`src/rtl/nn_pkg.sv`:
```
// Shared types, Q8 limits and saturation helper for the NN datapath
// (used by the output-layer MAC and the argmax classifier).
package nn_pkg;

  typedef logic signed [7:0] q8_t;

  typedef enum logic [2:0] {
    IDLE,
    RUN,
    DRAIN,
    STORE,
    DONE
  } mac_state_t;

  localparam q8_t Q8_MIN = 8'sh80;
  localparam q8_t Q8_MAX = 8'sh7f;

  // Clamp a signed value (already scaled) into the signed 8-bit range.
  function automatic q8_t sat8(input logic signed [31:0] x);
    if (x > 32'sd127) begin
      return Q8_MAX;
    end else if (x < -32'sd128) begin
      return Q8_MIN;
    end else begin
      return q8_t'(x[7:0]);
    end
  endfunction

endpackage

```
`src/rtl/mac_sat_unit.sv`:
```
// Accumulator with clear/enable; its value is continuously scaled by an
// arithmetic right shift and saturated to signed 8 bit.
module mac_sat_unit
  import nn_pkg::*;
#(
  parameter int ACC_W = 24,
  parameter int SHIFT = 7
) (
  input  logic                clk,
  input  logic                reset,
  input  logic                clr,
  input  logic                en,
  input  logic signed [15:0]  prod,
  output q8_t                 sat_out
);

  logic signed [ACC_W-1:0] acc_reg;
  logic signed [ACC_W-1:0] acc_shifted;
  logic signed [31:0]      acc_shifted_ext;

  // Clear wins over accumulate so STORE can drop the finished sum.
  always_ff @(posedge clk or posedge reset) begin
    if (reset) begin
      acc_reg <= '0;
    end else if (clr) begin
      acc_reg <= '0;
    end else if (en) begin
      acc_reg <= acc_reg + ACC_W'(prod);
    end
  end

  // Arithmetic shift floors toward -inf, matching Q1.7 truncation.
  assign acc_shifted     = acc_reg >>> SHIFT;
  assign acc_shifted_ext = 32'(acc_shifted);
  assign sat_out         = sat8(acc_shifted_ext);

endmodule

```
`src/rtl/output_layer_mac.sv`:
```
// Output-layer MAC: walks nodes x inputs through one shared multiply-accumulate
// and leaves one saturated Q8 result per node for the argmax classifier.
module output_layer_mac
  import nn_pkg::*;
#(
  parameter int N_IN  = 16,
  parameter int ACC_W = 24,
  parameter int SHIFT = 7
) (
  input  logic       clk,
  input  logic       reset,
  input  logic       start,
  input  logic [3:0] outputNodeNumber,
  input  logic [4:0] numInputs,
  output logic [7:0] weight_addr,
  input  logic [7:0] weight_data,
  output logic [3:0] act_addr,
  input  logic [7:0] act_data,
  output logic [7:0] result0,
  output logic [7:0] result1,
  output logic [7:0] result2,
  output logic [7:0] result3,
  output logic [7:0] result4,
  output logic [7:0] result5,
  output logic [7:0] result6,
  output logic [7:0] result7,
  output logic [7:0] result8,
  output logic [7:0] result9,
  output logic [7:0] result10,
  output logic [7:0] result11,
  output logic [7:0] result12,
  output logic [7:0] result13,
  output logic [7:0] result14,
  output logic [7:0] result15,
  output logic       busy,
  output logic       done
);

  localparam logic [7:0] N_IN_W = 8'(N_IN);
  localparam logic [4:0] N_IN_5 = 5'(N_IN);

  mac_state_t  state_reg, state_next;
  logic [3:0]  j_reg, j_next;
  logic [3:0]  i_reg, i_next;
  logic [4:0]  nn_reg, nn_next;
  logic [4:0]  ni_reg, ni_next;
  logic        rd_valid_reg, rd_valid_next;
  logic        done_reg;
  logic        acc_clr;
  logic        acc_en;
  logic        store_en;
  logic signed [15:0] prod;
  q8_t         sat_out;
  q8_t         result_reg [16];

  always_ff @(posedge clk or posedge reset) begin
    if (reset) begin
      state_reg    <= IDLE;
      j_reg        <= '0;
      i_reg        <= '0;
      nn_reg       <= '0;
      ni_reg       <= '0;
      rd_valid_reg <= 1'b0;
      done_reg     <= 1'b0;
    end else begin
      state_reg    <= state_next;
      j_reg        <= j_next;
      i_reg        <= i_next;
      nn_reg       <= nn_next;
      ni_reg       <= ni_next;
      rd_valid_reg <= rd_valid_next;
      done_reg     <= (state_reg == DONE);
    end
  end

  always_comb begin
    state_next    = state_reg;
    j_next        = j_reg;
    i_next        = i_reg;
    nn_next       = nn_reg;
    ni_next       = ni_reg;
    rd_valid_next = (state_reg == RUN);
    acc_clr       = 1'b0;
    acc_en        = rd_valid_reg;
    store_en      = 1'b0;
    unique case (state_reg)
      IDLE: begin
        if (start) begin
          nn_next    = (outputNodeNumber == 4'd0) ? 5'd16 : {1'b0, outputNodeNumber};
          ni_next    = (numInputs == 5'd0 || numInputs > N_IN_5) ? N_IN_5 : numInputs;
          j_next     = '0;
          i_next     = '0;
          acc_clr    = 1'b1;
          state_next = RUN;
        end
      end
      RUN: begin
        if (i_reg == 4'(ni_reg - 5'd1)) begin
          state_next = DRAIN;
        end else begin
          i_next = i_reg + 4'd1;
        end
      end
      DRAIN: state_next = STORE;
      STORE: begin
        store_en = 1'b1;
        acc_clr  = 1'b1;
        i_next   = '0;
        if ({1'b0, j_reg} == nn_reg - 5'd1) begin
          state_next = DONE;
        end else begin
          j_next     = j_reg + 4'd1;
          state_next = RUN;
        end
      end
      DONE:    state_next = IDLE;
      default: state_next = IDLE;
    endcase
  end

  assign prod = $signed(weight_data) * $signed(act_data);

  mac_sat_unit #(
    .ACC_W(ACC_W),
    .SHIFT(SHIFT)
  ) u_mac (
    .clk    (clk),
    .reset  (reset),
    .clr    (acc_clr),
    .en     (acc_en),
    .prod   (prod),
    .sat_out(sat_out)
  );

  // Unused node slots are forced to Q8_MIN so argmax never selects them.
  for (genvar gi = 0; gi < 16; gi++) begin : g_result
    always_ff @(posedge clk or posedge reset) begin
      if (reset) begin
        result_reg[gi] <= Q8_MIN;
      end else if (store_en && j_reg == 4'(gi)) begin
        result_reg[gi] <= sat_out;
      end else if (state_reg == DONE && 5'(gi) >= nn_reg) begin
        result_reg[gi] <= Q8_MIN;
      end
    end
  end

  assign weight_addr = (state_reg == RUN) ? (8'(j_reg) * N_IN_W + 8'(i_reg)) : 8'd0;
  assign act_addr    = (state_reg == RUN) ? i_reg : 4'd0;
  assign busy        = (state_reg != IDLE);
  assign done        = done_reg;

  assign result0  = result_reg[0];
  assign result1  = result_reg[1];
  assign result2  = result_reg[2];
  assign result3  = result_reg[3];
  assign result4  = result_reg[4];
  assign result5  = result_reg[5];
  assign result6  = result_reg[6];
  assign result7  = result_reg[7];
  assign result8  = result_reg[8];
  assign result9  = result_reg[9];
  assign result10 = result_reg[10];
  assign result11 = result_reg[11];
  assign result12 = result_reg[12];
  assign result13 = result_reg[13];
  assign result14 = result_reg[14];
  assign result15 = result_reg[15];

endmodule

```
`config.mk`:
```
export PLATFORM = sky130hd
export DESIGN_NAME = output_layer_mac
export DESIGN_NICKNAME = d
export VERILOG_FILES = /design/src/rtl/nn_pkg.sv /design/src/rtl/mac_sat_unit.sv /design/src/rtl/output_layer_mac.sv
export SDC_FILE = /design/constraint.sdc
export NUM_CORES = 1
export LEC_CHECK = 0
export ABC_CLOCK_PERIOD_IN_PS = 11800
export BUFFER_PORTS_ARGS = -buffer_cell sky130_fd_sc_hd__buf_2
export CAP_MARGIN = 40
export CORE_UTILIZATION = 45
export CTS_CLUSTER_DIAMETER = 200
export DETAILED_ROUTE_END_ITERATION = 6
export PLACE_DENSITY = 0.66
export SETUP_SLACK_MARGIN = 0.15
export SLEW_MARGIN = 40
export SYNTH_ARGS = -nofsm -noshare
export SYNTH_HDL_FRONTEND = slang
export SYNTH_HIERARCHICAL = 1
export SYNTH_SLANG_ARGS = --single-unit
```
`constraint.sdc`:
```
create_clock -name clk -period 11.8 [get_ports clk]
set_input_delay 0.59 -clock clk [delete_from_list [all_inputs] [get_ports clk]]
set_output_delay 0.59 -clock clk [all_outputs]
set_load 0.005 [all_outputs]
```
==> impl_results.md <==
- Data arrival time at the worst-slack endpoint: 6810 ps
- Overall die width: 159 µm
- Number of primary I/O pins: 170
- Number of iterations in the first detailed-routing pass: 6
- Shortest clock period the worst path allows after layout: 6490 ps
- # port buffers: 169
- Worst Max-Slew Pin Slew: 863 ps
- Hold Path Class: input port to asynchronous set/reset pin
- Area of the placeable core: 24300 µm²
- Top Family by Delay on Critical Path: adder cells
- Number of pins exceeding their max-slew limit in the final report: 0
- Setup TNS after final layout: 0 ps
- GRT Overall Usage: 22.5%
- Unrepaired setup endpoints after global routing: false
- Antenna Nets Post-Route: 0
- Cells after Synth: 1099
- Worst Reg2Reg Path Length in Cells: 5
- Antenna violations before repair: 0
- Per-instance average area after synthesis: 10.1 µm²
- Global route hottest layer: met2
- Warnings, synthesis: 6
- Synth area leaders: dfrtp_1 36%, fa_1 10%, a22o_1 7.8%
- Total Die Area: 25400 µm²
- Pin count of the biggest net entering global routing: 86
- Commonest cells after routing, fill and taps aside: 169 x buf_2, 157 x dfrtp_1, 119 x inv_1
- PwrDens: 332 nW/µm²
- Dominant combinational cell family by area after synthesis: compound AO/OA/AOI/OAI gates
- Worst Hold Margin: 257 ps
- Biggest fanout along the worst timing path: 12
- TritonCTS clock tree: yes
- Crit-path slowest cell: fa_1
- Via count: 8642
- Final estimated routing congestion in global placement: 0.878
- Count of standard-cell rows: 57
- Cell chain of the critical path: buf_2, and2_1, fa_1, inv_1, fa_1, inv_1, fa_1, inv_1, fa_1, inv_1, ha_1, and2_1, a221oi_1, a21o_1, a21boi_0, o2bb2ai_2, ha_1, and3_1, a211oi_2, a32oi_2, mux2i_1, o31ai_1, mux2_1
- Result of the run: completed
- Global-route wire length before repair: 45400 µm
- Diodes inserted: 0
- Post-route clock period utilization: 55.0%
- Number of clock buffers inserted by TritonCTS: 17
- Met3 Track Usage GR: 3.67%
- Most common library cell in the layout ignoring fill and taps: buf_2
- Vias per cell: 5.46
- Final setup viols: 0
- Startpoint of the worst-slack reg-to-reg timing path: state_reg[2]$_DFFE_PP0P_
- Setup Skew: 8.32 ps
- Die Span Y: 159 µm
- Setup crit start kind: input port
- Data required time of the worst path: 12120 ps
- Post-cts gate resize count: 0
- Depth of the CTS H-tree: 4
- Post-synth EDFFs: 0
- Max Cap Viol: 0
- Headroom to the max-slew limit: 42.5%
- Starting density of the core: 45.8%
- Share of final-layout standard cells stronger than drive strength 1: 20.3%
- Wire length per cell after detailed routing: 17.4 µm
- Number of nets in the layout: 1391
- Fmax: 154 MHz
- Maximum ir drop on the vdd rail: 0.239 mV
- Fraction of the mapped netlist area in compound gates: 19.2%
- Met1 capacity usage during global routing: 33.1%
- Longest Clk Path Bufs: 2
- Vias in the first global route: 8451
- Mapped cell area: 11100 µm²
- Cell type with the highest aggregate area in the netlist: dfrtp_1
- Number of design-rule violations left by the first detailed-router iteration: 570
- Final Hold Fails: 0
- Grt total ovfl: 0
- Synth Area in Simple Gates: 14.1%
- Setup Fix Bufs, Post-CTS: 0
- Post-synth top area share: 35.5%
- Async set-reset flop share out of synthesis: 100%
- Buffer cell driving the clock tree root: clkbuf_16
- CTS clock-pin slew for the worst setup and hold paths: 70 ps
- Number of flip-flops under the largest register name: 24
- Proportion of synthesized chip area in sequential cells: 39.3%
- DP HPWL: 20500 µm
- End of the worst register-to-register path: result1[0]$_DFFE_PP0P_
- Maximum single-stage delay on the critical path: 540 ps
- Post-synthesis share of cell area spent on full adders, half adders and majority gates: 17.0%
- Multiplexer fraction of the synthesized cell area: 1.69%
- Leak Pwr: 6.49 nW
- Post-synthesis sequential element count: 174
- Combined buffer and inverter count along the critical path: 5
- GRT met2 Usage: 34.4%
- Predominant post-synthesis flop cell: dfrtp_1
- CP Class: input port to flip-flop
- Area growth from synthesis to layout: 15.1%
- Sinks on the clock net: 174
- Count of different cell masters after synthesis: 81
- Synth Area in XOR/XNOR: 2.75%
- Clock network latency to the later pin of the worst-skew pair: 430 ps
- Total DRC errors in the routed layout: 0
- Synthesized net count: 1245
- CTS Hold Buffers Added: 0
- Routed Wire Length: 27600 µm
- Register-to-register setup slack: 8970 ps
- Critical Path End Type: flip-flop
-- worst max path at each step --
stage                               from                            end  slack (ps)  depth (start not counted)
after floorplan           weight_data[7]  u_mac/acc_reg[23]$_DFFE_PP0P_        5240                         21
after detailed placement  weight_data[3]  u_mac/acc_reg[23]$_DFFE_PP0P_        4870                         23
final                     weight_data[3]  u_mac/acc_reg[23]$_DFFE_PP0P_        5310                         23
after global routing      weight_data[3]  u_mac/acc_reg[23]$_DFFE_PP0P_        4900                         23
after CTS                 weight_data[3]  u_mac/acc_reg[23]$_DFFE_PP0P_        5320                         23
after global placement    weight_data[3]  u_mac/acc_reg[23]$_DFFE_PP0P_        4640                         23
-- cell usage after synthesis (all sizes together) (15+ instances only) --
library cell / number
inv: 122
buf: 21
nand2: 74
a21o: 15
dfrtp: 158
xnor2: 21
dfstp: 16
fa: 56
a22o: 99
nor3: 17
ha: 62
clkbuf: 24
nor2: 59
and2: 56
a21oi: 47
nand3: 24
o21ai: 41
nand2b: 16
-- routing by layer --
metal | wire (µm) | up-vias | part of all wire (%)
met3 | 1370 | 28 | 5.0
li1 | - | 4124 | -
met1 | 13400 | 4241 | 49
met4 | 472 | 0 | 1.7
met5 | 0 | - | 0
met2 | 12300 | 249 | 45
-- cells by family (layout without fill, tap and decap cells) --
family,after synthesis,in the layout
adder cells (fa/ha/maj),118,118
AND/OR/NAND/NOR,297,297
AO/OA/AOI/OAI,290,290
multiplexers,18,18
XOR/XNOR,35,35
buffers and inverters,167,326
flip-flops,174,174
-- area by class of cell --
class / count / area [µm²]
inverters: 122 / 465
clock buffers: 19 / 443
multi-input cells: 758 / 6120
repair buffers: 172 / 876
clock inverters: 13 / 126
flip-flops and latches: 174 / 4380
well taps: 324 / 405
fillers: 2230 / 11500
-- metrics by stage --
stage               utilization, %  total power [W]  worst slack (ps)  area (µm²)  std cells
floorplan                        -          0.00308              5240       11100       1099
global placement              50.2          0.00365              4640       12200       1549
detailed placement            50.2          0.00369              4870       12200       1549
CTS                           52.6          0.00426              5320       12800       1581
global route                  52.7          0.00466              4900       12800       1582
finish                        52.7          0.00426              5310       12800       1582
-- power by group --
group	switching (W)	internal, W
sequential	0.000139	0.000758
combinational	0.00161	0.00120
clock	0.000251	0.000301
total	0.00200	0.00226
-- worst reg2reg max path, stage by stage (launching register included) --
cell and delay (ps):
dfrtp_1 750, nor4b_2 700, nand2b_1 500, nor2_1 260, a21oi_1 240, a22o_1 270
(Power assumes the default switching activity.)
